**src/rtl/display_scan_decoder.sv**
```systemverilog
// display_scan_decoder
//   Passive tap on the multiplexed 8-digit seven-segment bus. It watches the
//   anode/cathode scan and decodes each stable digit back to its hex value,
//   enable and decimal point. The result is an 8-digit snapshot that other
//   logic can read. It never drives the display bus.
//
// Ports
//   clock       system clock (same domain as the display driver)
//   reset       synchronous, active-high reset
//   an[7:0]     anode selects, active-low, bit i = digit i
//   dec_cat[7:0] cathodes, active-low, [7:1] = segments a..g, [0] = dp
//   digit_val   decoded hex, digit i at [4i+3:4i]
//   digit_en    digit i lit with a recognised pattern
//   digit_dp    digit i decimal point lit
//   frame_done  one-cycle pulse when the scan wraps around
//   seg_error   one-cycle pulse on an illegal anode or segment pattern
//   stale       no capture for TIMEOUT_CYCLES cycles
module display_scan_decoder #(
  parameter int STABLE_CYCLES  = 4,
  parameter int TIMEOUT_CYCLES = 1000000
) (
  input  logic        clock,
  input  logic        reset,
  input  logic [7:0]  an,
  input  logic [7:0]  dec_cat,
  output logic [31:0] digit_val,
  output logic [7:0]  digit_en,
  output logic [7:0]  digit_dp,
  output logic        frame_done,
  output logic        seg_error,
  output logic        stale
);

  localparam int TW = $clog2(TIMEOUT_CYCLES + 1);

  typedef enum logic [1:0] {BLANK, SETTLE, HELD} state_t;

  state_t        state_reg;
  logic [15:0]   sample_reg;
  logic [7:0]    cnt_reg;
  logic [TW-1:0] tcnt_reg;
  logic [7:0]    seen_reg;
  logic [2:0]    last_idx_reg;
  logic          have_last_reg;

  logic [7:0]  an_s;
  logic [7:0]  cat_s;
  logic [7:0]  an_low;
  logic        one_hot;
  logic [2:0]  idx_c;
  logic        capture;
  logic        anode_ok;
  logic        wrap;
  logic        timeout_hit;
  logic        seg_ok;
  logic        seg_blank;
  logic        seg_bad;
  logic [3:0]  seg_val;
  logic [31:0] val_next;
  logic [7:0]  en_next;
  logic [7:0]  dp_next;
  logic        port_changed;

  assign an_s   = sample_reg[15:8];
  assign cat_s  = sample_reg[7:0];
  assign an_low = ~an_s;
  assign one_hot = (an_low != 8'h00) && ((an_low & (an_low - 8'h01)) == 8'h00);

  // A cnt_reg of zero only occurs straight after reset. In that case the
  // sample is treated as new even if the ports happen to match the cleared
  // register.
  assign port_changed = ({an, dec_cat} != sample_reg) || (cnt_reg == 8'd0);

  // The capture fires on the one cycle where the run of identical samples has
  // just reached its threshold. Leaving SETTLE guarantees one capture per dwell.
  assign capture     = (state_reg == SETTLE) && (cnt_reg == 8'(STABLE_CYCLES));
  assign anode_ok    = capture && one_hot;
  assign wrap        = anode_ok && have_last_reg && (idx_c <= last_idx_reg);
  assign timeout_hit = !anode_ok && (tcnt_reg >= TW'(TIMEOUT_CYCLES - 1));

  always_comb begin
    idx_c = 3'd0;
    for (int i = 0; i < 8; i++) begin
      if (an_low[i]) idx_c = 3'(i);
    end
  end

  always_comb begin
    seg_ok  = 1'b1;
    seg_val = 4'h0;
    case (cat_s[7:1])
      7'h01: seg_val = 4'h0;
      7'h4F: seg_val = 4'h1;
      7'h12: seg_val = 4'h2;
      7'h06: seg_val = 4'h3;
      7'h4C: seg_val = 4'h4;
      7'h24: seg_val = 4'h5;
      7'h20: seg_val = 4'h6;
      7'h0F: seg_val = 4'h7;
      7'h00: seg_val = 4'h8;
      7'h04: seg_val = 4'h9;
      7'h08: seg_val = 4'hA;
      7'h60: seg_val = 4'hB;
      7'h31: seg_val = 4'hC;
      7'h42: seg_val = 4'hD;
      7'h30: seg_val = 4'hE;
      7'h38: seg_val = 4'hF;
      default: seg_ok = 1'b0;
    endcase
  end

  assign seg_blank = (cat_s[7:1] == 7'h7F);
  assign seg_bad   = !seg_ok && !seg_blank;

  // Next snapshot. The frame clear is applied first so that the digit being
  // captured can still overwrite its own slot. A capture always beats the
  // timeout.
  always_comb begin
    val_next = digit_val;
    en_next  = digit_en;
    dp_next  = digit_dp;
    if (anode_ok) begin
      if (wrap) begin
        en_next = en_next & seen_reg;
        dp_next = dp_next & seen_reg;
      end
      en_next[idx_c]              = seg_ok;
      dp_next[idx_c]              = seg_bad ? 1'b0 : ~cat_s[0];
      val_next[{idx_c, 2'b00} +: 4] = seg_ok ? seg_val : 4'h0;
    end else if (timeout_hit) begin
      en_next = 8'h00;
      dp_next = 8'h00;
    end
  end

  always_ff @(posedge clock) begin
    if (reset) begin
      state_reg     <= BLANK;
      sample_reg    <= 16'h0000;
      cnt_reg       <= 8'd0;
      tcnt_reg      <= '0;
      seen_reg      <= 8'h00;
      last_idx_reg  <= 3'd0;
      have_last_reg <= 1'b0;
      digit_val     <= 32'h0;
      digit_en      <= 8'h00;
      digit_dp      <= 8'h00;
      frame_done    <= 1'b0;
      seg_error     <= 1'b0;
      stale         <= 1'b0;
    end else begin
      sample_reg <= {an, dec_cat};

      if (port_changed) begin
        cnt_reg   <= 8'd1;
        state_reg <= (an == 8'hFF) ? BLANK : SETTLE;
      end else begin
        if (cnt_reg < 8'(STABLE_CYCLES)) cnt_reg <= cnt_reg + 8'd1;
        if (capture) state_reg <= HELD;
      end

      digit_val  <= val_next;
      digit_en   <= en_next;
      digit_dp   <= dp_next;
      frame_done <= wrap;
      seg_error  <= capture && (!one_hot || seg_bad);

      if (anode_ok) begin
        tcnt_reg      <= '0;
        stale         <= 1'b0;
        seen_reg      <= (wrap ? 8'h00 : seen_reg) | (8'h01 << idx_c);
        last_idx_reg  <= idx_c;
        have_last_reg <= 1'b1;
      end else if (timeout_hit) begin
        tcnt_reg <= TW'(TIMEOUT_CYCLES);
        stale    <= 1'b1;
      end else begin
        tcnt_reg <= tcnt_reg + 1'b1;
      end
    end
  end

endmodule

```
**config.mk**
```make
export PLATFORM = sky130hd
export DESIGN_NAME = display_scan_decoder
export DESIGN_NICKNAME = d
export VERILOG_FILES = /design/src/rtl/display_scan_decoder.sv
export SDC_FILE = /design/constraint.sdc
export NUM_CORES = 1
export LEC_CHECK = 0
export ABC_CLOCK_PERIOD_IN_PS = 3650
export CORE_ASPECT_RATIO = 0.8
export CORE_MARGIN = 1.5
export CORE_UTILIZATION = 57
export CTS_BUF_LIST = sky130_fd_sc_hd__clkbuf_4
export DETAILED_ROUTE_END_ITERATION = 8
export PLACE_DENSITY = 0.93
export SYNTH_ARGS = -nofsm -noshare
export SYNTH_HDL_FRONTEND = slang
export SYNTH_SLANG_ARGS = --single-unit
```
**constraint.sdc**
```tcl
create_clock -name clock -period 3.65 [get_ports clock]
set_input_delay 0.365 -clock clock [delete_from_list [all_inputs] [get_ports clock]]
set_output_delay 0.365 -clock clock [all_outputs]
set_load 0.01 [all_outputs]
```
# --- Yosys cells after proc, flatten, opt, wreduce, memory -nomap -nowiden ---
# Cells that the tools add are included.
word_totals:
  inputBits: 18
  latchBits: 0
  register_bits: 109
  mem_bits_rw: 0
  mem_bits_ro: 0
  memories: 0
classes:
  mux: 30
  multipliers: 0
  n_reduce_logical: 26
  n_bitwise: 6
  order_cmp: 5
  n_div: 0
  addsub: 4
  n_eq_ne: 20
  shifts: 3
op_table:
  columns: ["op", "count"]
  rows:
  - ["2-to-1 mux 8 bit", 8]
  - ["one-hot mux 4 bit (15 select lines)", 1]
  - ["equality test 7 x 6 -> 1 bit (second input constant)", 5]
  - ["equality test 7 bit (second input constant)", 5]
  - ["bitwise mux 32 bit", 1]
  - ["variable shift 4 x 7 -> 32 bit (first input constant)", 1]
  - ["indexed part select 4 x 7 -> 32 bit", 1]
  - ["AND 8 bit", 3]
  - ["adder 20 x 1 -> 20 bit (second input constant)", 1]
  - [">= comparator 20 bit (second input constant)", 1]
  - ["2-to-1 mux 20 bit", 1]
  - ["2-to-1 mux 3 bit", 6]
  - ["bitwise mux 8 bit", 2]
  - ["logical NOT 8 bit", 2]
  - ["!= test 16 bit", 1]
  - ["OR reduction 16 bit", 1]
  - ["equality test 7 x 3 -> 1 bit (second input constant)", 2]
  - ["equality test 7 x 4 -> 1 bit (second input constant)", 2]
  - ["logical AND 1 bit", 9]
  - ["adder 8 x 1 -> 8 bit (second input constant)", 1]
  - ["equality test 8 x 3 -> 1 bit (second input constant)", 1]
  - ["equality test 8 bit (second input constant)", 1]
  - ["less-than comparator 8 x 3 -> 1 bit (second input constant)", 1]
  - ["inverter 8 bit", 1]
  - ["22 further kinds", 36]

# --- Depth between registers and ports, before layout ---
# Gate-level depths: netlist (run 1).
logic_depth:
  word_depth: 14
  depth_mapped: 16
  depth_no_buf: 13

# --- Least setup slack after synthesis (run 1) ---
# Ideal clock, no wire load.
synth_timing:
  path_kind: "register -> register"
  startpoint: "register sample_reg[9]"
  endpoint: "register digit_val[16]"
  required_ps: 3522
  synth_period_minus_slack_ps: 3282
  path_stages_with_launch: 15
  arrival_ps: 3154
  setup_ps: 128
  path_slack_ps: 368
  cell_sequence: "dfxtp_1 buf_2 nand2b_1 a21boi_0 o21ai_0 nand2_1 clkbuf_1 inv_1 ha_1 ha_1 clkbuf_1 or3_1 nor4b_4 mux2i_1 nor2_1"
synth_between:
  elab_chain_cells: 11
  word_cells_on_any_way: 18
synth_lines:
  columns: ["item", "line_no", "rtl"]
  rows:
  - ["from (decl)", "39", "logic [15:0] sample_reg;"]
  - ["from (signal assigned)", "152", "sample_reg <= {an, dec_cat};"]
  - ["inverter 8 bit *", "66", "assign an_low = ~an_s;"]
  - ["2-to-1 mux 1 bit *", "84", "if (an_low[i]) idx_c = 3'(i);"]
  - ["2-to-1 mux 3 bit * (6 in series)", "84", null]
  - ["named net idx_c[0]", "50", "logic [2:0] idx_c;"]
  - ["negator 5 -> 7 bit *", "129", "val_next[{idx_c, 2'b00} +: 4] = seg_ok ? seg_val : 4'h0;"]
  - ["indexed part select 4 x 7 -> 32 bit / variable shift 4 x 7 -> 32 bit (equally long branches)", "129", null]
  - ["bitwise mux 32 bit *", "129", null]
  - ["to (signal assigned)", "162", "digit_val <= val_next;"]
  - ["to (decl)", "26", "output logic [31:0] digit_val,"]
# Mark *: on every way through the listed nets, which the timed path passes. The rest lies on a longest branch.
# A chain may end at the register's enable or synchronous reset.

# --- Worst setup path after layout (run 1) ---
layout_timing:
  startpoint: "register sample_reg[9]"
  endpoint: "register digit_val[16]"
layout_between:
  elab_chain_cells: 11
  word_cells_on_any_way: 18
layout_lines:
  columns: ["item", "line_no"]
  rows:
  - ["inverter 8 bit *", "66"]
  - ["2-to-1 mux 1 bit", "84"]
  - ["2-to-1 mux 3 bit (6 in series)", "84"]
  - ["negator 5 -> 7 bit", "129"]
  - ["indexed part select 4 x 7 -> 32 bit / variable shift 4 x 7 -> 32 bit (equally long branches)", "129"]
  - ["bitwise mux 32 bit", "129"]
# Every way passes the cells marked *; elsewhere a longest branch is shown, timed or not.

==> impl_metrics.csv, run 1 <==
group,metric,value,unit
run_status,run_status,"finished, final reports clean",
setup_path,cpLargestDelayFamily,"simple AND/OR/NAND/NOR gates",
yosys,yosys_warnings,0,
power,p_seq_frac,0.607,
sta,relSlewSlack,0.536,
final_layout,diodes,0,
floorplanning,start_util,0.582,
yosys,netlist_area,5210,um2
final_layout,n_fill_cell,696,
sta,skew,0.0173,ns
sta,worst_slew_pin_slew,0.686,ns
final_layout,drive_above_1_share,0.0499,
global_routing,grt_pass1_vias,4253,
power,p_per_area,336,nW/um2
clock_network,cts_root_buf,"clkbuf_4",
setup_path,crit_slowest_cell,"dfxtp_1",
yosys,ys.flop_type,"dfxtp_1",
setup_path,crit_path_end_kind,"flop",
final_layout,seqCellArea,2180,um2
detailed_routing,vias,4514,
yosys,synthDistinctLibCells,62,
detailed_routing,via_per_inst,5.97,
setup_path,cpPeakStageDelay,0.51,ns
sta,finalCriticalPeriod,3.04,ns
clock_network,cts-htree-levels,3,
clock_network,clk_latency,0.46,ns
global_routing,grt_overflow,0,
setup_path,crit_arrival,3.38,ns
power,internal-power,1.54,mW
sta,fmax,329,MHz
setup_path,worstPathBufferInverterCount,1,
power,swShare,0.243,
global_routing,grt_max_degree,52,
sta,fin_crit_sh,0.832,
power,leakage,2.22,nW
power,combPwrFrac,0.071,
detailed_routing,routed_wl,12100,um
yosys,ys_ff_latch,109,
final_layout,multi_input_area,2770,um2
job,drv_cap,0,
setup_path,cp_cell_sequence,"nand2b_1, a21boi_0, o21ai_0, nand2_1, inv_1, ha_1, ha_1, or3_1, nor4b_4, mux2i_1, nor2_1",
place,hpwl,8850,um
sta,final_hold_viol_count,0,
detailed_routing,dr.pass1.iters,4,
hold_path,hp-class,"primary input to flop",
power,power.switching,0.496,mW
setup_path,worst_setup_path_start_kind,"flop",
setup_path,crit_top_cell,"ha_1",
yosys,seq_area_frac_synth,0.419,
power,ir_worst_vdd,214,uV
floorplanning,fp.dieW,110,um
detailed_routing,drc,0,
sta,tns,0,ns
floorplanning,ios,69,
global_routing,antenna_found_initial,0,
detailed_routing,ant_nets,0,
sta,rsz0062_at_grt,"false",
final_layout,layout-area-overhead-vs-synth,16.4,%
final_layout,finalNetCount,666,
yosys,avgSynthCellArea,8.85,um2
sta,setup_viol,0,
detailed_routing,drt_iter0_drc,364,
sta,slew_viol_final,0,
clock_network,cts.path.max_buffers,2,
yosys,synthArstFlopShare,0,
setup_path,worst_ep_required_time,3.99,ns
yosys,synthCells,589,
place,gp_congestion,0.868,
floorplanning,die_h,88.5,um
global_routing,grt_usage,0.265,
final_layout,largest_reg_flops,32,
clock_network,tritoncts,"done",
power,power.total,2.04,mW
clock_network,numCtsBuffers,9,
floorplanning,design.core.area,8960,um2
clock_network,post_cts_buffers,0,
clock_network,hold_buffers,0,
floorplanning,die_area,9730,um2
setup_path,worstSetupPathType,"flop to flop",
sta,holdWs,0.321,ns
floorplanning,rows,31,
place,port_buffers,68,
clock_network,clock_sinks,109,
yosys,synth_enable_flop_cells,0,
clock_network,cts_resized,0,
clock_network,clk_pin_slew,0.16,ns
yosys,syn-num-nets,619,
detailed_routing,wire_per_inst,16.0,um
setup_path,worstPathMaxFanout,9,
global_routing,grt_pass1_wl,20200,um
power,pwr-share-clk,0.322,
==> synthesized netlist by cell type (3+ instances only) <==
master | number | area [um2]
o21ai_0 | 20 | 100
nand2b_1 | 7 | 43.8
ha_1 | 12 | 150
dfxtp_1 | 109 | 2180
a21oi_1 | 31 | 155
and2_1 | 6 | 37.5
and4_1 | 4 | 35.0
nor4_1 | 6 | 37.5
nand4bb_1 | 4 | 45.0
o211ai_1 | 10 | 75.1
clkbuf_1 | 24 | 90.1
a32oi_1 | 4 | 35.0
nor3_1 | 10 | 50.1
xor2_1 | 29 | 254
mux2i_1 | 22 | 220
buf_2 | 8 | 40.0
nand4_1 | 12 | 75.1
or3_1 | 4 | 25.0
nand2_1 | 26 | 97.6
nor2b_1 | 21 | 131
a22oi_1 | 5 | 37.5
a31oi_1 | 3 | 18.8
or4_1 | 3 | 22.5
o32ai_1 | 10 | 87.6
nor3b_1 | 6 | 45.0
xnor2_1 | 8 | 70.1
nand4b_1 | 4 | 35.0
and3b_1 | 4 | 35.0
nor2_1 | 62 | 233
and3_1 | 15 | 93.8
inv_1 | 29 | 109
nand3_1 | 27 | 135
o21a_1 | 6 | 45.0
==> cell type report <==
cell class | instances | area share
repair buffers | 71 | 0.115
clock buffers | 9 | 0.0111
clock inverters | 7 | 0.0146
flip-flops and latches | 109 | 0.360
inverters | 30 | 0.0186
well taps | 115 | 0.0237
multi-input cells | 415 | 0.457
==> power by group through the flow <==
stage | combinational (mW) | sequential, mW | clock, mW
after floorplan | 0.109 | 1.24 | 0
after global placement | 0.137 | 1.26 | 0
after detailed placement | 0.142 | 1.26 | 0
after CTS | 0.143 | 1.23 | 0.667
after global routing | 0.159 | 1.24 | 0.711
final | 0.145 | 1.24 | 0.656
==> stage by stage <==
step | instance area [um2] | std cells | util | setup slack [ns]
after floorplan | 5210 | 589 | - | 0.368
after global placement | 5910 | 740 | 0.660 | 0.868
after detailed placement | 5910 | 740 | 0.660 | 0.656
after CTS | 6070 | 756 | 0.677 | 0.633
after global routing | 6070 | 756 | 0.677 | 0.423
final | 6070 | 756 | 0.677 | 0.612
==> routing by layer <==
metal,vias to the layer above,GRT usage,share of wire
met3,15,0.0641,0.070
met1,2131,0.352,0.44
met4,0,0.0697,0.012
met2,179,0.435,0.47
met5,-,0,0
li1,2189,-,-
==> cells in the final DEF (no fill, tap or decap), types with 7 or more instances in the layout <==
cell               n
a21oi_1           31
xor2_1            29
dfxtp_1          109
xnor2_1            8
nand4_1           12
nor3_1            10
nand2_1           26
nor2b_1           21
clkbuf_4           9
inv_1             29
nand2b_1           7
mux2i_1           22
o211ai_1          10
o21ai_0           20
and3_1            15
nand3_1           27
nor2_1            62
clkdlybuf4s50_1   67
o32ai_1           10
ha_1              12
==> worst register-to-register path, cell delays in order, from the launching register on <==
cell	delay [ns]
dfxtp_1	0.51
nand2b_1	0.16
a21boi_0	0.07
o21ai_0	0.23
nand2_1	0.12
inv_1	0.13
ha_1	0.18
ha_1	0.35
or3_1	0.44
nor4b_4	0.40
mux2i_1	0.27
nor2_1	0.07
==> worst paths after layout <==
| path | from | end | slack (ns) | cells past startpoint |
|---|---|---|---|---|
| worst max-delay path | sample_reg[9]$_SDFF_PP0_ | digit_val[16]$_SDFFE_PP0P_ | 0.61 | 11 |
| worst min-delay path | reset | seen_reg[4]$_SDFFE_PP0P_ | 0.32 | 2 |
| worst max register to register | sample_reg[9]$_SDFF_PP0_ | digit_val[16]$_SDFFE_PP0P_ | 0.61 | 11 |
| worst min register to register | stale$_SDFFE_PP0P_ | stale$_SDFFE_PP0P_ | 0.46 | 2 |
==> cell families (layout without fill, tap and decap cells) <==
kind of cell,count (synthesis),count (layout),share of synthesized area
xor gates and xnor gates,37,37,0.0622
DFF,109,109,0.419
buffers and inverters,65,117,0.0494
muxes,22,22,0.0422
and+or+nand+nor,234,234,0.259
adders and majority gates,12,12,0.0288
AOI/OAI and AO/OA,110,110,0.140
Note: power is estimated with default switching activity, not from simulation.
==> run 2: changes to the inputs <==
ABC_CLOCK_PERIOD_IN_PS = 3000   (was 3650)
clock period = 3 ns   (was 3.65 ns; I/O delays follow)
==> run 2 against run 1 <==
Against the previous run: the run now ends with design-rule violations left; die area did not move; final area rose by 0.43%; non-clock buffer count up 7; sequential power grew 21%; first-iteration DRC count fell by 12%; via count is 0.51% higher; clock power up 2%; setup slack worse by 0.41 ns; fmax up 8.5%; flip-flop and latch count unchanged; sequential share of layout area decreased by 0.16 points; total power up 16%.
==> impl_metrics.csv, run 2 (synthesis gave the netlist of run 1 again) <==
group,metric,value,unit
run_status,run_status,"finished, violations left",
run_status,violations,"design-rule violations",
final_layout,diodes,0,
sta,finalCriticalPeriod,2.80,ns
sta,fin_crit_sh,0.933,
power,power.switching,0.630,mW
final_layout,layout_common_cells,"dfxtp_1 (109), clkdlybuf4s50_1 (67), nor2_1 (62), a21oi_1 (31)",
clock_network,cts.path.max_buffers,2,
setup_path,worst_ep_required_time,3.34,ns
clock_network,clk_pin_slew,0.17,ns
detailed_routing,dr.pass1.iters,7,
final_layout,final_cells,763,
final_layout,final_common_cell,"dfxtp_1",
global_routing,antenna_found_initial,0,
floorplanning,start_util,0.582,
clock_network,tritoncts,"done",
detailed_routing,drt_iter0_drc,322,
floorplanning,design.core.area,8960,um2
setup_path,crit_arrival,3.14,ns
power,internal-power,1.73,mW
clock_network,numCtsBuffers,9,
power,p_per_area,387,nW/um2
detailed_routing,wire_per_inst,16.4,um
power,combPwrFrac,0.078,
clock_network,clk_latency,0.46,ns
sta,tns,0,ns
hold_path,min_path_cells,2,
job,drv_cap,0,
clock_network,post_cts_buffers,0,
detailed_routing,via_per_inst,5.95,
place,placedCellCount,747,
power,leakage,2.24,nW
floorplanning,ios,69,
detailed_routing,ant_nets,0,
setup_path,worstSetupPathType,"flop to flop",
floorplanning,rows,31,
global_routing,grt_max_degree,69,
place,gp_congestion,0.847,
sta,final_hold_viol_count,0,
global_routing,grt_usage,0.269,
sta,rsz0062_at_grt,"false",
detailed_routing,vias,4537,
detailed_routing,routed_wl,12500,um
final_layout,drive_above_1_share,0.0648,
global_routing,grt_pass1_vias,4239,
sta,fmax,357,MHz
power,p_seq_frac,0.637,
clock_network,clock_sinks,109,
floorplanning,fp.dieW,110,um
detailed_routing,drc,2,
power,swShare,0.267,
final_layout,largest_reg_flops,32,
setup_path,worstPathMaxFanout,7,
sta,slew_viol_final,0,
power,ir_worst_vdd,207,uV
final_layout,n_fill_cell,686,
setup_path,rr_worst_depth,10,
final_layout,finalNetCount,673,
setup_path,worst_setup_path_start_kind,"flop",
floorplanning,die_h,88.5,um
clock_network,cts_root_buf,"clkbuf_4",
global_routing,grt_pass1_wl,20600,um
power,pwr-share-clk,0.285,
setup_path,crit_path_end_kind,"flop",
sta,setup_viol,0,
sta,worst_slew_pin_slew,0.693,ns
sta,skew,0.0169,ns
floorplanning,die_area,9730,um2
sta,relSlewSlack,0.538,
global_routing,grt_overflow,0,
place,hpwl,9030,um
final_layout,layout-area-overhead-vs-synth,16.9,%
clock_network,cts-htree-levels,3,
hold_path,hp-class,"primary input to flop",
place,port_buffers,68,
==> run 2: cell count changes in the layout (fill, tap and decap cells not counted), sizes merged <==
cell      delta
buf          +7
clkbuf       +1
bufinv       -2
clkinvlp     +1
==> run 2: power groups by stage <==
stage | Combinational, mW | Sequential (mW) | Clock (mW)
finish | 0.185 | 1.50 | 0.672
global route | 0.202 | 1.51 | 0.729
CTS | 0.183 | 1.50 | 0.682
detailed placement | 0.181 | 1.53 | 0
global placement | 0.174 | 1.53 | 0
floorplan | 0.136 | 1.51 | 0
==> run 2: per-stage QoR <==
| step | hold WS, ns | cell area, um2 | total power [mW] | util | setup WS [ns] |
|---|---|---|---|---|---|
| floorplan | 0.416 | 5240 | 1.64 | - | 0.00601 |
| global placement | 0.435 | 5970 | 1.70 | 0.666 | 0.382 |
| CTS | 0.126 | 6090 | 2.36 | 0.680 | 0.152 |
| detailed placement | 0.445 | 5970 | 1.71 | 0.666 | 0.219 |
| global route | 0.126 | 6090 | 2.44 | 0.680 | 0.00562 |
| finish | 0.148 | 6090 | 2.36 | 0.680 | 0.201 |
==> run 2: layer usage <==
layer  up-vias  share of wire  track usage
met5         -              0            0
met4         0          0.012       0.0638
met3        20          0.078       0.0670
met2       181           0.47        0.439
met1      2138           0.44        0.360
li1       2198              -            -
==> run 2: repair_timing <==
| action | CTS | global route |
|---|---|---|
| endpoints found under the setup margin | 0 | 3 |
| resized for setup | 0 | 0 |
| hold endpoints to repair | 0 | 0 |
| hold buffers | 0 | 0 |
==> run 2: worst max-delay path, cell delays in order, from the launching register on <==
cell and delay [ns]:
dfxtp_1 0.48, nand2_1 0.18, nand3_1 0.12, nand3_1 0.20, inv_1 0.15, ha_1 0.21, ha_1 0.27, or3_4 0.38
nor4b_4 0.38, mux2i_1 0.26, nor2_1 0.05
==> run 2: worst paths after layout <==
| check | start | to | slack (ns) |
|---|---|---|---|
| min reg2reg | stale$_SDFFE_PP0P_ | stale$_SDFFE_PP0P_ | 0.46 |
| min | reset | digit_en[5]$_SDFFE_PP0P_ | 0.15 |
| max reg2reg | sample_reg[11]$_SDFF_PP0_ | digit_val[18]$_SDFFE_PP0P_ | 0.20 |
| max | sample_reg[11]$_SDFF_PP0_ | digit_val[18]$_SDFFE_PP0P_ | 0.20 |
==> run 2: final cells by class <==
type                    instances  area (um2)  share of cell area
clock buffers                  10        75.1              0.0123
flip-flops and latches        109        2180               0.358
multi-input cells             415        2780               0.456
inverters                      30         113              0.0185
well taps                     115         144              0.0236
repair buffers                 78         751               0.123
clock inverters                 6        47.5             0.00780
==> run 3: changes to the inputs <==
CORE_UTILIZATION = 40   (was 57)
PLACE_DENSITY = 0.72   (was 0.93)
==> run 3 against run 2 <==
Against the previous run: the flow now finishes without violations; highest routed layer unchanged; fmax increased by 0.69%; global-route usage down 8.1 points; final area rose by 2.6%; sequential share of layout area shrank 0.91 points.
==> impl_metrics.csv, run 3 (synthesis gave the netlist of run 1 again) <==
group,metric,value,unit
place,hpwl,9130,um
power,combPwrFrac,0.076,
sta,fin_crit_sh,0.927,
sta,setup_viol,0,
final_layout,layout-area-overhead-vs-synth,19.9,%
clock_network,clock_sinks,109,
setup_path,worst_setup_path_start_kind,"flop",
floorplanning,fp.dieW,131,um
final_layout,final_common_cell,"dfxtp_1",
global_routing,grt_overflow,0,
detailed_routing,wire_per_inst,15.1,um
sta,final_hold_viol_count,0,
sta,finalWorstSetupSlack,0.220,ns
detailed_routing,via_per_inst,5.40,
setup_path,worst_ep_required_time,3.34,ns
global_routing,antenna_found_initial,1,
floorplanning,start_util,0.408,
clock_network,clk_pin_slew,0.16,ns
place,gp_congestion,0.835,
sta,slew_viol_final,0,
clock_network,post_cts_buffers,0,
detailed_routing,drc,0,
sta,relSlewSlack,0.559,
final_layout,layout_common_cells,"dfxtp_1 (109), clkdlybuf4s50_1 (67), nor2_1 (62), a21oi_1 (31)",
power,internal-power,1.90,mW
power,power.switching,0.615,mW
sta,skew,0.0201,ns
clock_network,numCtsBuffers,9,
clock_network,hold_buffers,0,
power,pwr-share-clk,0.327,
place,place_area,6090,um2
detailed_routing,vias,4478,
detailed_routing,routed_wl,12500,um
detailed_routing,ant_nets,0,
power,power.total,2.51,mW
sta,fmax,360,MHz
clock_network,cts.path.max_buffers,2,
global_routing,grt_max_degree,64,
power,p_seq_frac,0.597,
clock_network,cts-htree-levels,3,
final_layout,drive_above_1_share,0.0720,
floorplanning,rows,37,
run_status,run_status,"finished, final reports clean",
floorplanning,die_area,13700,um2
place,placedCellCount,813,
sta,rsz0062_at_grt,"false",
clock_network,cts_resized,0,
power,leakage,2.29,nW
setup_path,crit_arrival,3.12,ns
sta,worst_slew_pin_slew,0.661,ns
job,drv_cap,0,
final_layout,largest_reg_flops,32,
clock_network,tritoncts,"done",
sta,tns,0,ns
final_layout,finalNetCount,679,
final_layout,fin_util,0.489,
power,p_per_area,402,nW/um2
power,swShare,0.245,
place,port_buffers,68,
detailed_routing,drt_iter0_drc,364,
detailed_routing,dr.pass1.iters,5,
floorplanning,design.core.area,12800,um2
clock_network,cts_root_buf,"clkbuf_4",
place,pre_cts_ws,0.223,ns
setup_path,worstPathMaxFanout,6,
global_routing,grt_pass1_vias,4309,
sta,finalCriticalPeriod,2.78,ns
hold_path,hp-class,"primary input to flop",
sta,holdWs,0.214,ns
clock_network,clk_latency,0.46,ns
power,ir_worst_vdd,237,uV
global_routing,grt_usage,0.188,
floorplanning,die_h,105,um
global_routing,grt_pass1_wl,20600,um
floorplanning,ios,69,
final_layout,fin_area,6250,um2
final_layout,n_fill_cell,1203,
setup_path,worstSetupPathType,"flop to flop",
setup_path,crit_path_end_kind,"flop",
final_layout,final_cells,829,
==> run 3: cell count changes in the layout (fill, tap and decap cells not counted), sizes merged <==
cell	before	now
buf	11	17
bufinv	0	2
clkinv	3	1
clkinvlp	2	0
diode	0	1
inv	31	32
==> run 3: final cells by class <==
class	instances	area [um2]	area share
Antenna cell	1	2.50	0.000400
Clock buffer	10	75.1	0.0120
Clock inverter	5	83.8	0.0134
Inverter	30	113	0.0180
Multi-Input combinational cell	415	2780	0.445
Sequential cell	109	2180	0.349
Tap cell	175	219	0.0350
Timing Repair Buffer	84	796	0.127
==> run 3: per-layer routing <==
metal | global-route usage | wire length, um
met5 | 0 | 0
met4 | 0.0542 | 146
met3 | 0.0420 | 934
met2 | 0.286 | 5410
met1 | 0.266 | 6040
==> run 3: worst paths after layout <==
path                              from                    endpoint  slack (ns)  depth (start not counted)
min reg2reg         stale$_SDFFE_PP0P_          stale$_SDFFE_PP0P_        0.46                          2
max reg2reg  sample_reg[10]$_SDFF_PP0_  digit_val[17]$_SDFFE_PP0P_        0.22                         11
max          sample_reg[10]$_SDFF_PP0_  digit_val[17]$_SDFFE_PP0P_        0.22                         11
min                              reset    digit_en[0]$_SDFFE_PP0P_        0.21                          2
==> run 3: worst max-delay path, cell delays in order (launching register included) <==
cell and delay (ns):
dfxtp_1 0.47, nand2b_1 0.09, a21boi_1 0.15, o21ai_1 0.13, nand2_2 0.11, inv_1 0.07
ha_1 0.23, ha_1 0.30, or3_4 0.38, nor4b_4 0.45, mux2i_1 0.25, nor2_1 0.06
==> run 3: power groups by stage <==
stage	clock network, mW	registers, mW	logic, mW
global placement	0	1.53	0.185
floorplan	0	1.51	0.136
detailed placement	0	1.53	0.188
global route	0.891	1.50	0.211
finish	0.822	1.50	0.190
CTS	0.847	1.50	0.190
